[src/rtl/fwd_pkg.sv]
// Shared types for the forwarding scoreboard: pipeline entry layout and liveness helper.
package fwd_pkg;
    localparam int REG_W   = 5;
    localparam int SB_XLEN = 32;

    typedef struct packed {
        logic               valid;
        logic               we;
        logic               is_load;
        logic               ready;
        logic [REG_W-1:0]   rd;
        logic [SB_XLEN-1:0] data;
    } sb_entry_t;

    // Only entries that will really write a non-x0 register may forward or retire.
    function automatic logic is_live(sb_entry_t e);
        return e.valid && e.we && (e.rd != '0);
    endfunction
endpackage

[src/rtl/fwd_scoreboard_if.sv]
// Producer/consumer/writeback bundle between the core pipeline and fwd_scoreboard.
interface fwd_scoreboard_if #(
    parameter int XLEN = 32,
    parameter int NSRC = 2
);
    import fwd_pkg::*;

    logic                             hold;
    logic                             ex_valid;
    logic                             ex_we;
    logic                             ex_is_load;
    logic [REG_W-1:0]                 ex_rd;
    logic [XLEN-1:0]                  ex_result;
    logic [XLEN-1:0]                  mem_rdata;
    logic [NSRC-1:0][REG_W-1:0]       cons_rs;
    logic [NSRC-1:0]                  cons_used;
    logic [NSRC-1:0]                  fwd_hit;
    logic [NSRC-1:0][XLEN-1:0]        fwd_data;
    logic                             stall;
    logic                             wb_en;
    logic [REG_W-1:0]                 wb_rd;
    logic [XLEN-1:0]                  wb_data;
    logic [31:0]                      stall_cnt;
    logic [31:0]                      fwd_cnt;

    modport master (
        output hold, ex_valid, ex_we, ex_is_load, ex_rd, ex_result, mem_rdata,
               cons_rs, cons_used,
        input  fwd_hit, fwd_data, stall, wb_en, wb_rd, wb_data, stall_cnt, fwd_cnt
    );

    modport slave (
        input  hold, ex_valid, ex_we, ex_is_load, ex_rd, ex_result, mem_rdata,
               cons_rs, cons_used,
        output fwd_hit, fwd_data, stall, wb_en, wb_rd, wb_data, stall_cnt, fwd_cnt
    );
endinterface

[src/rtl/fwd_match.sv]
// One consumer source: youngest-first priority search over the tracked writeback stages.
module fwd_match
    import fwd_pkg::*;
#(
    parameter int XLEN  = 32,
    parameter int DEPTH = 2
) (
    input  sb_entry_t [DEPTH-1:0] entries,
    input  logic [REG_W-1:0]      rs,
    input  logic                  used,
    output logic                  hit,
    output logic [XLEN-1:0]       data,
    output logic                  unready
);
    logic found;

    // The first live match decides; an older ready copy must not mask a younger pending load.
    always_comb begin
        hit     = 1'b0;
        data    = '0;
        unready = 1'b0;
        found   = 1'b0;
        for (int k = 0; k < DEPTH; k++) begin
            if (!found && used && is_live(entries[k]) && entries[k].rd == rs) begin
                found = 1'b1;
                if (entries[k].ready) begin
                    hit  = 1'b1;
                    data = entries[k].data[XLEN-1:0];
                end else begin
                    unready = 1'b1;
                end
            end
        end
    end
endmodule

[src/rtl/fwd_scoreboard.sv]
// Result forwarding and load-use interlock over DEPTH (>=2) post-EX stages; XLEN <= SB_XLEN.
// Optional statistics counters are built when FWD_STATS_EN is defined.
module fwd_scoreboard
    import fwd_pkg::*;
#(
    parameter int XLEN  = SB_XLEN,
    parameter int DEPTH = 2,
    parameter int NSRC  = 2
) (
    input logic             clk,
    input logic             rst_n,
    fwd_scoreboard_if.slave bus
);
    sb_entry_t [DEPTH-1:0]     q;
    logic [NSRC-1:0]           hit_w;
    logic [NSRC-1:0][XLEN-1:0] data_w;
    logic [NSRC-1:0]           unready;
    logic                      stall;
    logic                      wb_live;

    for (genvar s = 0; s < NSRC; s++) begin : g_src
        fwd_match #(.XLEN(XLEN), .DEPTH(DEPTH)) u_match (
            .entries (q),
            .rs      (bus.cons_rs[s]),
            .used    (bus.cons_used[s]),
            .hit     (hit_w[s]),
            .data    (data_w[s]),
            .unready (unready[s])
        );
    end

    assign stall        = |unready;
    assign bus.stall    = stall;
    assign bus.fwd_hit  = hit_w;
    assign bus.fwd_data = data_w;

    always_comb begin
        wb_live     = is_live(q[DEPTH-1]);
        bus.wb_en   = wb_live && !bus.hold;
        bus.wb_rd   = wb_live ? q[DEPTH-1].rd : '0;
        bus.wb_data = wb_live ? q[DEPTH-1].data[XLEN-1:0] : '0;
    end

    // A stalled consumer enters as a bubble; a load picks up its memory data on the way to stage 1.
    always_ff @(posedge clk or negedge rst_n) begin
        if (!rst_n) begin
            q <= '0;
        end else if (!bus.hold) begin
            q[0] <= '{valid:   bus.ex_valid && !stall,
                      we:      bus.ex_we,
                      is_load: bus.ex_is_load,
                      ready:   !bus.ex_is_load,
                      rd:      bus.ex_rd,
                      data:    bus.ex_is_load ? {SB_XLEN{1'b0}} : SB_XLEN'(bus.ex_result)};
            q[1] <= q[0];
            if (q[0].valid && q[0].is_load) begin
                q[1].data  <= SB_XLEN'(bus.mem_rdata);
                q[1].ready <= 1'b1;
            end
            for (int k = 2; k < DEPTH; k++) q[k] <= q[k-1];
        end
    end

`ifdef FWD_STATS_EN
    logic [31:0] stall_q, fwd_q;

    always_ff @(posedge clk or negedge rst_n) begin
        if (!rst_n) begin
            stall_q <= '0;
            fwd_q   <= '0;
        end else if (!bus.hold) begin
            if (stall && stall_q != '1) stall_q <= stall_q + 32'd1;
            if (!stall && |hit_w && fwd_q != '1) fwd_q <= fwd_q + 32'd1;
        end
    end

    assign bus.stall_cnt = stall_q;
    assign bus.fwd_cnt   = fwd_q;
`else
    assign bus.stall_cnt = '0;
    assign bus.fwd_cnt   = '0;
`endif
endmodule
[src/flat_wrapper.sv]
// flat-port wrapper written by rule: the top's interface ports become plain ports
module fwd_scoreboard_flat import fwd_pkg::*;
#(
    parameter int XLEN  = SB_XLEN,
    parameter int DEPTH = 2,
    parameter int NSRC  = 2
)
  (clk, rst_n, bus_hold, bus_ex_valid, bus_ex_we, bus_ex_is_load, bus_ex_rd, bus_ex_result, bus_mem_rdata, bus_cons_rs, bus_cons_used, bus_fwd_hit, bus_fwd_data, bus_stall, bus_wb_en, bus_wb_rd, bus_wb_data, bus_stall_cnt, bus_fwd_cnt);
  fwd_scoreboard_if #(.XLEN(XLEN), .NSRC(NSRC)) bus_i ();
  input logic clk;
  input logic rst_n;
  input wire logic [$bits(bus_i.hold)-1:0] bus_hold;
  input wire logic [$bits(bus_i.ex_valid)-1:0] bus_ex_valid;
  input wire logic [$bits(bus_i.ex_we)-1:0] bus_ex_we;
  input wire logic [$bits(bus_i.ex_is_load)-1:0] bus_ex_is_load;
  input wire logic [$bits(bus_i.ex_rd)-1:0] bus_ex_rd;
  input wire logic [$bits(bus_i.ex_result)-1:0] bus_ex_result;
  input wire logic [$bits(bus_i.mem_rdata)-1:0] bus_mem_rdata;
  input wire logic [$bits(bus_i.cons_rs)-1:0] bus_cons_rs;
  input wire logic [$bits(bus_i.cons_used)-1:0] bus_cons_used;
  output wire logic [$bits(bus_i.fwd_hit)-1:0] bus_fwd_hit;
  output wire logic [$bits(bus_i.fwd_data)-1:0] bus_fwd_data;
  output wire logic [$bits(bus_i.stall)-1:0] bus_stall;
  output wire logic [$bits(bus_i.wb_en)-1:0] bus_wb_en;
  output wire logic [$bits(bus_i.wb_rd)-1:0] bus_wb_rd;
  output wire logic [$bits(bus_i.wb_data)-1:0] bus_wb_data;
  output wire logic [$bits(bus_i.stall_cnt)-1:0] bus_stall_cnt;
  output wire logic [$bits(bus_i.fwd_cnt)-1:0] bus_fwd_cnt;
  assign bus_i.hold = bus_hold;
  assign bus_i.ex_valid = bus_ex_valid;
  assign bus_i.ex_we = bus_ex_we;
  assign bus_i.ex_is_load = bus_ex_is_load;
  assign bus_i.ex_rd = bus_ex_rd;
  assign bus_i.ex_result = bus_ex_result;
  assign bus_i.mem_rdata = bus_mem_rdata;
  assign bus_i.cons_rs = bus_cons_rs;
  assign bus_i.cons_used = bus_cons_used;
  assign bus_fwd_hit = bus_i.fwd_hit;
  assign bus_fwd_data = bus_i.fwd_data;
  assign bus_stall = bus_i.stall;
  assign bus_wb_en = bus_i.wb_en;
  assign bus_wb_rd = bus_i.wb_rd;
  assign bus_wb_data = bus_i.wb_data;
  assign bus_stall_cnt = bus_i.stall_cnt;
  assign bus_fwd_cnt = bus_i.fwd_cnt;
  fwd_scoreboard #(.XLEN(XLEN), .DEPTH(DEPTH), .NSRC(NSRC)) u_core (.clk(clk), .rst_n(rst_n), .bus(bus_i));
endmodule
[config.mk]
export PLATFORM = sky130hd
export DESIGN_NAME = fwd_scoreboard_flat
export DESIGN_NICKNAME = d
export VERILOG_FILES = /design/src/rtl/fwd_pkg.sv /design/src/rtl/fwd_scoreboard_if.sv /design/src/rtl/fwd_match.sv /design/src/rtl/fwd_scoreboard.sv /design/src/flat_wrapper.sv
export SDC_FILE = /design/constraint.sdc
export NUM_CORES = 1
export LEC_CHECK = 0
export BUFFER_PORTS_ARGS = -buffer_cell sky130_fd_sc_hd__buf_4
export CAP_MARGIN = 20
export CORE_ASPECT_RATIO = 0.75
export CORE_UTILIZATION = 47
export DETAILED_ROUTE_END_ITERATION = 8
export PLACE_DENSITY = 0.81
export SETUP_SLACK_MARGIN = 0.5
export SYNTH_ARGS = -nofsm -noshare
export SYNTH_HDL_FRONTEND = slang
export SYNTH_SLANG_ARGS = --single-unit
[constraint.sdc]
create_clock -name clk -period 2.25 [get_ports clk]
set_input_delay 0.1125 -clock clk [delete_from_list [all_inputs] [get_ports clk]]
set_output_delay 0.1125 -clock clk [all_outputs]
set_load 0.02 [all_outputs]
==> results of run 1 <==
[what timing repair did]
action	4_1_cts	5_1_grt
pin swaps	13	24
gates resized for setup	88	9
setup endpoints to repair	103	103
buffers inserted	5	2
hold endpoints to repair	42	1
hold buffers	3	1
gates cloned	3	3
[stage by stage]
| step | setup TNS (ns) | power, W |
|---|---|---|
| final | -12.57 | 0.00438 |
| after detailed placement | 0 | 0.00268 |
| after global placement | 0 | 0.00264 |
| after global routing | -20.15 | 0.00456 |
| after CTS | -7.40 | 0.00437 |
| after floorplan | 0 | 0.00239 |
[path summary, 6_finish.rpt]
check | start | to | slack [ns] | depth (start not counted)
min reg2reg | u_core.q[78] | u_core.q[78] | 0.54 | 2
min | bus_ex_rd[3] | u_core.q[35] | 0.02 | 2
max reg2reg | u_core.q[36] | u_core.q[40] | 0.51 | 6
max | u_core.q[36] | bus_fwd_data[39] | -0.23 | 8
min in group asynchronous | rst_n | u_core.q[24] | 0.32 | 2
max in group asynchronous | rst_n | u_core.q[75] | 1.28 | 3
[synth_stat cells (all sizes together)]
cell,number,area share (%)
buf,86,14
dfrtp,81,38
nand2,69,4.9
o21ai,66,6.2
a22o,64,11
and2,38,4.6
mux2i,32,6.0
nand2b,32,3.8
clkbuf,21,1.5
mux2,14,3.0
xnor2,12,2.0
xor2,8,1.3
nand4,6,0.71
nor2,4,0.52
and3,3,0.35
nor3,3,0.47
a21oi,2,0.19
nor2b,2,0.24
nor4,2,0.24
o21bai,2,0.28
or2,2,0.24
a32o,1,0.19
conb,1,0.071
or4,1,0.21
[power breakdown]
| part | switching (W) | internal (W) |
|---|---|---|
| Sequential | 0.000236 | 0.00162 |
| Clock | 0.000626 | 0.00100 |
| Combinational | 0.000484 | 0.000412 |
[placed cells by master, fill, tap and decap left out, types with 7 or more instances in the layout]
master | netlist | layout
a22o_4 | 0 | 60
and2_1 | 36 | 34
buf_12 | 8 | 9
buf_4 | 66 | 135
buf_6 | 6 | 69
clkbuf_16 | 0 | 12
conb_1 | 1 | 64
dfrtp_1 | 81 | 72
dfrtp_2 | 0 | 9
mux2_2 | 14 | 14
mux2i_1 | 32 | 32
nand2_1 | 69 | 68
nand2b_1 | 32 | 32
o21ai_0 | 66 | 66
xnor2_2 | 0 | 7
xor2_1 | 8 | 8
[per-layer routing]
layer  vias to the layer above  global-route usage [%]  part of all wire (%)  wire length, um
li1                       2162                       -                     -                -
met1                      2264                    33.5                    42             6800
met2                       221                    44.8                    49             7880
met3                        30                    6.38                   6.3             1010
met4                         0                    9.04                   2.2              355
met5                         -                       0                     0                0
[worst max-delay path: cells and delay by family (launching register included)]
family | cells | cell delay, ns
compound gates | 1 | 0.14
buf+inv | 2 | 0.31
flops | 1 | 0.41
simple gates | 5 | 1.17
[layout make-up]
cell class                      count  area [sq um]
Multi-Input combinational cell    427          3300
Fill cell                         738          2930
Timing Repair Buffer              223          2170
Sequential cell                    81          2040
Clock buffer                       10           239
Tap cell                          140           175
Clock inverter                      6          91.3
[logic make-up (layout without fill, tap and decap cells)]
| logic type | after synthesis | after routing | share of synthesized area (%) |
|---|---|---|---|
| compound gates | 135 | 135 | 17.5 |
| xor+xnor | 20 | 20 | 3.30 |
| buf+inv | 107 | 239 | 15.6 |
| flops | 81 | 81 | 38.2 |
| mux | 46 | 46 | 9.02 |
| other cells | 1 | 64 | 0.0707 |
| simple gates | 162 | 162 | 16.2 |
==> impl_metrics.ini, run 1 <==
[outcome]
status = finished with violations
violations = negative setup slack

[layout]
antennaDiodeCount = 0
drive_above_1_share_pct = 46.1
area_growth_pct = 51.1
final_util_pct = 73.2
final_nets = 829
top_regs = u_core.q x81
final_cell_area_sq_um = 8010
top_register = u_core.q
largest_reg_flops = 81
layout.cells.non_filler = 887

[place]
placed_cells = 854
io_buffers = 191
postPlaceCellArea_sq_um = 7080
dp_hpwl_um = 10300
place_ws_ns = 0.104
gp_congestion = 0.865

[routing]
drc = 0
ant_nets = 0
vias_per_cell = 5.27
finalWirelength_um = 16100
drt_iter0_markers = 203
num_vias = 4677
avgRoutedWirePerCell_um = 18.1
dr.pass1.iters = 4

[timing]
period_share_pct = 110
grt_setup_unrepaired = true
setup_viol = 66
maxSlewViolCount = 0
hold_ws_ns = 0.0155
finalClockSkew_ns = 0.00781
fin_ws_ns = -0.228
worst_pin_slew_ns = 0.684
relSlewSlack_pct = 54.4
finalCriticalPeriod_ns = 2.48
fmax_ghz = 0.404
hold_viol = 0

[critical_path]
critical_path.max_stage_delay_ns = 0.57
crit_path_top_delay_cell = or4_4
crit_path_end_kind = output port
required_ns = 2.14
cp_max_fo = 8
crit_chain = or4_4 > nor2_4 > nor3_2 > nor2_2 > and2_4 > clkbuf_16 > a22o_4 > buf_6
cp.arrival_ns = 2.37
start_kind = register
criticalPathCategory = reg -> out

[floorplanning]
num_rows = 33
core_area_sq_um = 10900
io-pin-count = 256
start_util_pct = 48.5
die-area_sq_um = 11700
die_h_um = 94.0
die_w_um = 125

[yosys]
syn_inst = 552
synth.distinct_cells = 33
ys.warnings.count = 0
netlist_area_sq_um = 5300
seq_area_frac_synth_pct = 38.2
syn_area_per_cell_sq_um = 9.60
ys_ff_latch = 81

[clock_tree]
clock-root-buffer = clkbuf_16
htreeDepth = 3
tritoncts = built
numCtsBuffers = 9
cts.sinks = 81
path_clk_slew_ns = 0.06
clk_path_buf_depth = 2
worstSkewPairLatency_ns = 0.34

[global_routing]
track_usage_pct = 26.5
grt_pass1_vias = 4546
grt_max_degree = 68
antenna_found_initial = 0
grt-ovfl-total = 0
grt_pass1_wl_um = 24100

[power_and_ir_drop]
power.leakage_nw = 4.12
p_per_area_nw_per_um2 = 547
ir_drop_uv = 390

[worst_hold_path]
hp-class = in -> reg

[flow_run]
maxCapViolCount = 0
(Power assumes the default switching activity.)
==> run 2: changes to the inputs <==
--- a/config.mk
+++ b/config.mk
@@ -5,12 +5,13 @@
 export SDC_FILE = /design/constraint.sdc
 export NUM_CORES = 1
 export LEC_CHECK = 0
+export ABC_AREA = 1
 export BUFFER_PORTS_ARGS = -buffer_cell sky130_fd_sc_hd__buf_4
 export CAP_MARGIN = 20
 export CORE_ASPECT_RATIO = 0.75
-export CORE_UTILIZATION = 47
+export CORE_UTILIZATION = 48
 export DETAILED_ROUTE_END_ITERATION = 8
-export PLACE_DENSITY = 0.81
+export PLACE_DENSITY = 0.82
 export SETUP_SLACK_MARGIN = 0.5
 export SYNTH_ARGS = -nofsm -noshare
 export SYNTH_HDL_FRONTEND = slang
==> impl_metrics.ini, run 2 <==
[clock_tree]
cts.sinks = 81
numCtsBuffers = 9
tritoncts = built
clk_path_buf_depth = 2
worstSkewPairLatency_ns = 0.33
path_clk_slew_ns = 0.06
clock-root-buffer = clkbuf_16
htreeDepth = 3

[layout]
final_cell_mix = nand2_1, buf_4, buf_6
antennaDiodeCount = 0
area_growth_pct = 59.3
layout_commonest_cell = nand2_1
largest_reg_flops = 81
top_regs = u_core.q x81
final_nets = 1021
drive_above_1_share_pct = 40.6
top_register = u_core.q
layout.cells.non_filler = 1079

[routing]
num_vias = 5944
drt_iter0_markers = 453
drc = 0
ant_nets = 0
finalWirelength_um = 20700
avgRoutedWirePerCell_um = 19.2
vias_per_cell = 5.51
dr.pass1.iters = 5

[global_routing]
grt_pass1_wl_um = 28300
grt-ovfl-total = 0
grt_pass1_vias = 5444
track_usage_pct = 30.5
grt_max_degree = 61
antenna_found_initial = 0

[yosys]
ys.warnings.count = 0
ys_ff_latch = 81
synth_top_area_share_pct = 36.5
synth_edf_count = 0
synthFlopType = dfrtp_1
syn_area_per_cell_sq_um = 7.84
synth.distinct_cells = 25
yosysMostFrequentCell = nand2_1
synth_top_cell_by_area = dfrtp_1
netlist_area_sq_um = 5560
seq_area_frac_synth_pct = 36.5
synthTopCellsByCount = nand2_1, dfrtp_1, inv_1
post_synth_main_area_contributors = dfrtp_1, o22ai_2, nand2_1, buf_4, o21ai_0
ys_async_sr_fraction_pct = 100
syn_inst = 709

[power_and_ir_drop]
power_w = 0.00460
clockPowerShare_pct = 33.4
pwr-share-seq_pct = 37.1
p_switching_w = 0.00159
ir_drop_uv = 478
power_frac_comb_pct = 29.4
power.leakage_nw = 4.03
p_per_area_nw_per_um2 = 520
p_int_w = 0.00302
p_sw_share_pct = 34.5

[worst_hold_path]
hp-class = in -> reg
hp-start = bus_ex_result[29]
hold_end = u_core.q[29]
min_path_cells = 3

[place]
io_buffers = 191
place_ws_ns = 0.388
dp_hpwl_um = 11400
gp_congestion = 0.869
placed_cells = 1013

[timing]
fmax_ghz = 0.467
period_share_pct = 95.3
hold_viol = 0
grt_setup_unrepaired = true
worst_pin_slew_ns = 0.545
finalClockSkew_ns = 0.00597
setup_viol = 0
maxSlewViolCount = 0
finalCriticalPeriod_ns = 2.14
relSlewSlack_pct = 63.7
fin_tns_setup_ns = 0
fin_ws_ns = 0.107

[critical_path]
start_kind = register
cp_max_fo = 16
cp.arrival_ns = 2.03
worst_r2r_endpoint = u_core.q[57]
r2r_start = u_core.q[40]
required_ns = 2.14
rrSetupSlack_ns = 0.63
crit_path_end_kind = output port
rr_worst_depth = 5
criticalPathCategory = reg -> out

[floorplanning]
io-pin-count = 256
core_area_sq_um = 11100
die_h_um = 95.2
num_rows = 33
die_w_um = 126
die-area_sq_um = 12000
start_util_pct = 50.1

[flow_run]
maxCapViolCount = 0

[outcome]
status = complete, no violations
==> run 2: cell count changes after synthesis, sizes merged, moves of 38 or more <==
| cell | before | now |
|---|---|---|
| nand2 | 69 | 176 |
| inv | 0 | 90 |
| a22o | 64 | 0 |
| o22ai | 0 | 64 |
| nor2 | 4 | 62 |
| and2 | 38 | 0 |
==> run 2: kinds of logic (layout without fill, tap and decap cells) <==
| group | after synthesis | count (layout) | synth area share [%] |
|---|---|---|---|
| buffers and inverters | 199 | 366 | 19.1 |
| AOI/OAI and AO/OA | 176 | 176 | 25.4 |
| DFF | 81 | 81 | 36.5 |
| and+or+nand+nor | 252 | 252 | 19.0 |
| other | 1 | 64 | 0.0674 |
==> run 2: what timing repair did <==
| action | in CTS | in global routing |
|---|---|---|
| hold endpoints to repair | 59 | 0 |
| gates resized for setup | 103 | 138 |
| pin swaps | 6 | 11 |
| gates cloned | 4 | 5 |
| hold buffers | 26 | 0 |
| buffers inserted | 8 | 7 |
| endpoints found under the setup margin | 101 | 116 |
==> run 2: metal layers <==
layer  track usage [%]  vias to the layer above  routed length [um]
met3              7.41                       55                1830
met4              8.43                        0                 571
met2              52.3                      390               10400
met5                 0                        -                   0
li1                  -                     2628                   -
met1              38.7                     2871                7950
==> run 2: cell type report <==
type | count | area [sq um]
multi-input cells | 492 | 3320
flip-flops and latches | 81 | 2030
fillers | 682 | 2250
clock buffers | 11 | 253
clock inverters | 5 | 61.3
inverters | 90 | 338
repair buffers | 260 | 2690
well taps | 140 | 175
==> run 2: stage by stage <==
| stage | util, % | area, sq um | hold WS [ns] |
|---|---|---|---|
| finish | 79.8 | 8860 | 0.00849 |
| global route | 79.8 | 8860 | 0.0178 |
| CTS | 72.6 | 8070 | 0.00170 |
| detailed placement | 61.7 | 6850 | 0.101 |
| global placement | 61.7 | 6850 | 0.0966 |
| floorplan | - | 5800 | -0.183 |
==> run 2: worst max-delay path by stage <==
stage	startpoint	endpoint	cells past startpoint
floorplan	u_core.q[35]	bus_fwd_data[33]	6
global placement	u_core.q[32]	bus_fwd_data[39]	9
detailed placement	u_core.q[34]	bus_fwd_data[45]	9
CTS	u_core.q[77]	bus_fwd_data[33]	10
global route	u_core.q[77]	bus_fwd_data[0]	8
finish	u_core.q[77]	bus_fwd_data[31]	8
==> run 2: critical path, stage by stage (launching register included) <==
cell and delay [ns]:
dfrtp_1 0.43, nor2_1 0.07, nand4_1 0.20, nand3_4 0.15, nor2_4 0.16, nand3_4 0.15
buf_12 0.21, o22ai_1 0.14, buf_4 0.17
==> run 2: power by group through the flow <==
stage | clock network (W) | registers [W] | logic, W
after floorplan | 0 | 0.00170 | 0.000717
after global placement | 0 | 0.00172 | 0.000951
after detailed placement | 0 | 0.00172 | 0.000967
after CTS | 0.00155 | 0.00170 | 0.00113
after global routing | 0.00162 | 0.00172 | 0.00145
final | 0.00154 | 0.00171 | 0.00135
